===== src/rtl/mitec2_dram_seq.sv =====
// mitec2_dram_seq: clocked DRAM sequencer for the Z80 board.
//
// The sequencer decodes up to four 16 KiB DRAM banks from A15:A14. It drives
// registered RAS, CAS and MUX strobes with programmable row-to-column and
// precharge timing, and it holds the CPU with WAIT when an access arrives
// during precharge. RAMA7 carries a refresh row bit from an internal counter,
// so 256-row parts receive a full refresh.
//
// Optional feature macro: MITEC2_CBR_REFRESH_EN
//   When it is undefined, refresh is RAS-only and uses the internal row counter.
//   When it is defined, refresh is CAS-before-RAS, and RAMA7 always follows A7.

module mitec2_dram_seq #(
   parameter int unsigned BANKS     = 2,
   parameter int unsigned BANK_BASE = 2,
   parameter int unsigned T_RCD     = 1,
   parameter int unsigned T_MUX     = 1,
   parameter int unsigned T_RP      = 2
) (
   input  logic             CLK,
   input  logic             RESET,
   input  logic             MREQ,
   input  logic             RD,
   input  logic             WR,
   input  logic             RFSH,
   input  logic [1:0]       ABANK,
   input  logic             A7,
   output logic [BANKS-1:0] RAS,
   output logic [BANKS-1:0] CAS,
   output logic             MUX,
   output logic             RAMA7,
   output logic             WAIT
);

   typedef enum logic [2:0] {IDLE, ROW, COL, HOLD, REFR, PRE} state_t;

   state_t           state_reg, state_next;
   logic [2:0]       timer_reg, timer_next;
   logic [BANKS-1:0] sel_reg, sel_next;     // one-hot bank latched at RAS fall
   logic [BANKS-1:0] ras_reg, ras_next;
   logic [BANKS-1:0] cas_reg, cas_next;
   logic             mux_reg, mux_next;
   logic             wait_reg, wait_next;
   logic             rama7_reg, rama7_next;
   logic [6:0]       cnt_reg, cnt_next;     // refresh row counter
   logic             t_reg, t_next;         // row bit 7, toggles on counter wrap

   logic [BANKS-1:0] hit_vec;
   logic             access_req;
   logic             refresh_req;

   // One comparator per bank against its fixed 16 KiB page.
   for (genvar gi = 0; gi < BANKS; gi++) begin : g_hit
      assign hit_vec[gi] = (ABANK == 2'(BANK_BASE + gi));
   end

   assign access_req  = !MREQ && RFSH && (!RD || !WR) && (|hit_vec);
   assign refresh_req = !MREQ && !RFSH;

   assign RAS   = ras_reg;
   assign CAS   = cas_reg;
   assign MUX   = mux_reg;
   assign WAIT  = wait_reg;
   assign RAMA7 = rama7_reg;

   // State register and registered outputs, with synchronous active-low reset.
   always_ff @(posedge CLK) begin
      if (!RESET) begin
         state_reg <= IDLE;
         timer_reg <= '0;
         sel_reg   <= '0;
         ras_reg   <= '1;
         cas_reg   <= '1;
         mux_reg   <= 1'b1;
         wait_reg  <= 1'b1;
         rama7_reg <= 1'b0;
         cnt_reg   <= '0;
         t_reg     <= 1'b0;
      end else begin
         state_reg <= state_next;
         timer_reg <= timer_next;
         sel_reg   <= sel_next;
         ras_reg   <= ras_next;
         cas_reg   <= cas_next;
         mux_reg   <= mux_next;
         wait_reg  <= wait_next;
         rama7_reg <= rama7_next;
         cnt_reg   <= cnt_next;
         t_reg     <= t_next;
      end
   end

   // Next-state logic and strobe values. A strobe changes only where it is assigned here.
   always_comb begin
      state_next = state_reg;
      timer_next = timer_reg;
      sel_next   = sel_reg;
      ras_next   = ras_reg;
      cas_next   = cas_reg;
      mux_next   = mux_reg;
      cnt_next   = cnt_reg;
      t_next     = t_reg;
      // Hold the CPU only for a real access that arrives during precharge.
      // WAIT goes high again when IDLE accepts the access.
      wait_next  = !((state_reg == PRE) && access_req);
`ifdef MITEC2_CBR_REFRESH_EN
      rama7_next = A7;
`else
      rama7_next = RFSH ? A7 : t_reg;
`endif

      case (state_reg)
         IDLE: begin
            if (access_req) begin
               state_next = ROW;
               sel_next   = hit_vec;
               ras_next   = ~hit_vec;
               timer_next = 3'(T_RCD);
            end else if (refresh_req) begin
               state_next = REFR;
`ifdef MITEC2_CBR_REFRESH_EN
               cas_next   = '0;
`else
               ras_next   = '0;
`endif
            end
         end
         ROW: begin
            if (MREQ) begin
               state_next = PRE;
               timer_next = 3'(T_RP);
               ras_next   = '1;
               cas_next   = '1;
               mux_next   = 1'b1;
            end else if (timer_reg == 3'd1) begin
               state_next = COL;
               timer_next = 3'(T_MUX);
               mux_next   = 1'b0;
            end else begin
               timer_next = timer_reg - 3'd1;
            end
         end
         COL: begin
            if (MREQ) begin
               state_next = PRE;
               timer_next = 3'(T_RP);
               ras_next   = '1;
               cas_next   = '1;
               mux_next   = 1'b1;
            end else if (timer_reg == 3'd1) begin
               state_next = HOLD;
               cas_next   = ~sel_reg;
            end else begin
               timer_next = timer_reg - 3'd1;
            end
         end
         HOLD: begin
            if (MREQ) begin
               state_next = PRE;
               timer_next = 3'(T_RP);
               ras_next   = '1;
               cas_next   = '1;
               mux_next   = 1'b1;
            end
         end
         REFR: begin
            if (MREQ) begin
               state_next = PRE;
               timer_next = 3'(T_RP);
               ras_next   = '1;
               cas_next   = '1;
               mux_next   = 1'b1;
               cnt_next   = cnt_reg + 7'd1;
               if (cnt_reg == 7'd127)
                  t_next = ~t_reg;
            end else begin
               // For RAS-only refresh, this keeps RAS low.
               // For CBR refresh, this lowers RAS one clock after CAS.
               ras_next = '0;
            end
         end
         PRE: begin
            if (timer_reg == 3'd1)
               state_next = IDLE;
            else
               timer_next = timer_reg - 3'd1;
         end
         default: begin
            state_next = IDLE;
            ras_next   = '1;
            cas_next   = '1;
            mux_next   = 1'b1;
         end
      endcase
   end

endmodule


===== config.mk =====
export PLATFORM = sky130hd
export DESIGN_NAME = mitec2_dram_seq
export DESIGN_NICKNAME = d
export VERILOG_FILES = /design/src/rtl/mitec2_dram_seq.sv
export SDC_FILE = /design/constraint.sdc
export NUM_CORES = 1
export LEC_CHECK = 0
export ABC_CLOCK_PERIOD_IN_PS = 4400
export BUFFER_PORTS_ARGS = -buffer_cell sky130_fd_sc_hd__buf_2
export CORE_ASPECT_RATIO = 1.5
export CORE_UTILIZATION = 35
export CTS_CLUSTER_SIZE = 12
export DETAILED_ROUTE_END_ITERATION = 10
export HOLD_SLACK_MARGIN = 0.05
export PLACE_DENSITY_LB_ADDON = 0.12
export SETUP_SLACK_MARGIN = 0.15
export SLEW_MARGIN = 10
export SYNTH_ARGS = -nofsm -noshare
export SYNTH_HDL_FRONTEND = slang
export SYNTH_SLANG_ARGS = --single-unit

===== constraint.sdc =====
create_clock -name CLK -period 4.4 [get_ports CLK]
set_clock_uncertainty 0.2 [all_clocks]
set_input_delay 1.32 -clock CLK [delete_from_list [all_inputs] [get_ports CLK]]
set_output_delay 1.32 -clock CLK [all_outputs]
set_load 0.05 [all_outputs]

---- Word-level counts from Yosys, hierarchy flattened ----
Index checks and enable logic that the tools add are counted.
storage, ports and cells
  flip-flop bits (word level) ............. 23
  word-level logic and storage cells ...... 91
  output and inout port bits .............. 7
operators by class
  add/sub/neg operators ................... 2
  reduce and logical (&&, ||, !) cells .... 27
  mux-type cells .......................... 29
  bitwise operators ....................... 5
  eq/ne operators ......................... 18
operators by type and width
  cell                                                                      count
  3-bit two-way mux                                                         14
  3-bit case mux with 5 select lines                                        2
  3-bit AND reduction                                                       5
  2-bit two-way mux                                                         6
  2-bit by 1-bit inequality test with 1-bit output (second input constant)  5
  3-bit inequality test (second input constant)                             3
  3-bit OR reduction                                                        3
  2-bit case mux with 4 select lines                                        1
  7-bit by 1-bit adder with 7-bit output (second input constant)            1
  7-bit equality test (second input constant)                               1
  3-bit by 1-bit equality test with 1-bit output (second input constant)    2
  3-bit by 2-bit equality test with 1-bit output (second input constant)    2
  3-bit equality test (second input constant)                               2
  2-bit case mux with 3 select lines                                        1
  2-bit OR reduction                                                        3
  1-bit logical AND                                                         5
  1-bit zero test                                                           5
  5-bit AND reduction                                                       1
  5-bit nonzero test                                                        1
  2-bit equality test (second input constant)                               2
  1-bit two-way mux                                                         4
  2-bit NOT                                                                 2
  2-bit AND reduction                                                       2
  3-bit zero test                                                           1
  5 further kinds                                                           7

---- Depth between registers and ports, before layout ----
  depth in word-level cells ............... 6
  depth in mapped cells ................... 10
  gate-level depth less buffers ........... 10

---- Worst setup path before layout ----
No wires, ideal clock.
  path kind ............................... input to register
  start point ............................. in MREQ
  end point ............................... reg cnt_reg[5]
  arrival time ............................ 2.421 ns
  setup slack ............................. 1.710 ns
  cell stages on the path ................. 6
  path through ............................ buf_2 nor4bb_1 buf_4 nand4_4 or3_1 a21oi_1
on the way
  word-level cells in the longest chain between the ends .. 1
ends and longest elaborated chain
  item                                  line  text
  start: declaration                    22    input logic MREQ,
  2-bit AND reduction (no source line)  -
  end signal: assignment                88    cnt_reg <= cnt_next;
  end: declaration                      45    logic [6:0] cnt_reg, cnt_next;
No other way between the ends.
A chain may end at the register's enable or synchronous reset.

---- Final worst setup path ----
Ends and elaborated chain as after synthesis.

==> reports/qor.txt <==
Outcome - complete, no violations
Req. time, crit path - 4.41 ns
Final hold violations - 0
Placer Congestion - 0.799
CTS tree - built
Vert. Die Dim - 76.1 µm
Total grt overflow - 0
Ant diodes - 0
DRC viols - 0
Tightest Pin Transition - 0.630 ns
Crit Path Class - in2reg
Number of flops mapped to enable cells by yosys - 0
Kind of start point of the critical path - input port
Worst endpoint data arrival time - 2.67 ns
Layout area overhead - 9.86%
Final Cycle Share - 60.3%
Distinct cells, synth - 45
Root Buffer - clkbuf_8
Cts repair resizes - 0
Avg Cell Area, Syn - 7.96 µm²
Synthesized area - 1280 µm²
TritonRoute pass-1 iters - 4
Worst-Skew Late Latency - 0.27 ns
Wire length per cell - 13.7 µm
Clock buffer count from CTS - 3
I/O Buffers - 15
Setup violators final - 0
Mapped Cells - 161
Vias in the first global route - 1129
Die W - 51.4 µm
FMAX - 377 MHz
Post-route ant nets - 0
Sequential share of the synthesized area - 35.9%
First-pass GRT wire length - 4910 µm
CP Max Fanout - 18
Final Max Tran Viols - 0
Fin nets - 184
Hold_buf cts - 0
Leakage - 0.592 nW
Post-route design area - 1410 µm²
Reg2Reg Depth - 5
Max-cap violation count - 0
VDD IR max - 0.000208 V
Post-CTS Setup Inserts - 0
Initial Util - 37.2%
Hold WC Path Type - reg2reg
Initial antenna violation count - 0
Via Count - 1151
GRT Util Overall - 16.3%
Num ports - 16
Max-slew headroom - 58.0%
Initial DRC count - 24
Core region area - 3450 µm²
RSZ-0062 raised after global routing - no
Pwr dens - 526 nW/µm²
Hold slack - 0.264 ns
Setup TNS - 0 ns
# clock sinks - 23
Ys Warns - 0
Post-DR vias/cell - 5.43
Max reg flops - 7
Post-DP Area - 1360 µm²
Largest net degree at the start of global routing - 22
Detailed Route WL - 2910 µm
CTS clk-pin slew, worst paths - 0.09 ns
Num rows - 26
FFs w/ async S/R, synth - 0%
Crit end category - flop
Hold depth - 2
Min cycle time layout - 2.65 ns
Detailed placer's ending HPWL - 2160 µm
Die area - 3910 µm²
FF+latch count, synth - 23
Mapped Nets - 174
Share of layout cells above drive strength 1 - 14.1%
Synth Flop Type - dfxtp_1
Clock buffer depth - 2
Final Core Density - 40.8%
Htree depth - 1
where the power goes:
group          leakage (nW)  total [mW]  switching, mW  internal, mW
clock                0.0217       0.140         0.0754        0.0643
combinational         0.383       0.299          0.178         0.121
sequential            0.188       0.302         0.0595         0.242
total                 0.592       0.740          0.313         0.427
path summary, 6_finish.rpt:
check	start	to	slack, ns
setup / recovery	MREQ	cnt_reg[5]$_SDFFE_PN0P_	1.75
hold reg to reg	sel_reg[1]$_SDFFE_PN0P_	sel_reg[1]$_SDFFE_PN0P_	0.26
hold / removal	sel_reg[1]$_SDFFE_PN0P_	sel_reg[1]$_SDFFE_PN0P_	0.26
setup reg to reg	state_reg[2]$_SDFFE_PN0P_	cnt_reg[5]$_SDFFE_PN0P_	2.23
stage by stage:
stage	total power [mW]	worst slack (ns)	cells
after CTS	0.744	1.75	212
after global placement	0.594	1.50	208
final	0.740	1.75	212
after floorplan	0.547	1.71	161
after global routing	0.797	1.58	212
after detailed placement	0.605	1.47	208
cells in the final DEF, fill, tap and decap left out, types with 2 or more instances in the layout:
master / instances
nor2_1: 25
dfxtp_1: 23
buf_2: 15
nand2_1: 14
a21oi_1: 11
o21ai_0: 11
inv_1: 9
and3_1: 4
xor2_1: 4
ha_1: 4
nor2b_1: 3
mux2i_1: 3
clkbuf_8: 3
nand2b_1: 2
o211ai_1: 2
nand3_1: 2
o22ai_1: 2
nor3b_1: 2
o22a_1: 2
and2_1: 2
xnor2_1: 2
a32oi_1: 2
synth_stat cells (all sizes together) (2+ instances only):
cell type | number | area share (%)
and2 | 2 | 0.98
inv | 9 | 2.6
o21ai | 11 | 4.3
buf | 6 | 3.0
and3 | 4 | 2.0
nand2 | 14 | 4.1
a21oi | 11 | 4.3
o211ai | 2 | 1.2
mux2i | 3 | 2.3
nor3b | 2 | 1.2
nand4 | 2 | 2.1
ha | 4 | 3.9
nand3 | 2 | 0.78
o22ai | 2 | 0.98
xnor2 | 2 | 1.4
nor2 | 25 | 7.3
a32oi | 2 | 1.4
clkbuf | 5 | 1.5
o22a | 2 | 1.4
nand2b | 2 | 0.98
nor2b | 3 | 1.5
xor2 | 4 | 2.7
dfxtp | 23 | 36
kinds of logic after synthesis:
group	synth area share [%]
AOI/OAI and AO/OA	21.5
muxes	2.34
adders and majority gates	3.91
buffers and inverters	7.13
DFF	35.9
and+or+nand+nor	25.1
xor gates and xnor gates	4.10
layout make-up:
type | count | area (µm²)
inverter | 9 | 33.8
clock inverter | 1 | 7.51
fill | 384 | 2040
clock buffer | 3 | 41.3
multi-input combinational | 118 | 729
sequential | 23 | 460
tap | 42 | 52.6
timing repair buffer | 16 | 82.6
critical path, cell delays in order:
cell and delay, ns:
buf_2 0.26, nor4bb_1 0.26, buf_4 0.21, nand4_4 0.11, or3_1 0.36, a21oi_1 0.14
routing by layer:
layer / global-route usage, % / up-vias / routed length, µm
li1: - / 578 / -
met1: 19.0 / 537 / 1240
met2: 28.8 / 31 / 1510
met3: 1.80 / 5 / 110
met4: 6.76 / 0 / 49
met5: 0 / - / 0
Note: power is estimated with default switching activity, not from simulation.
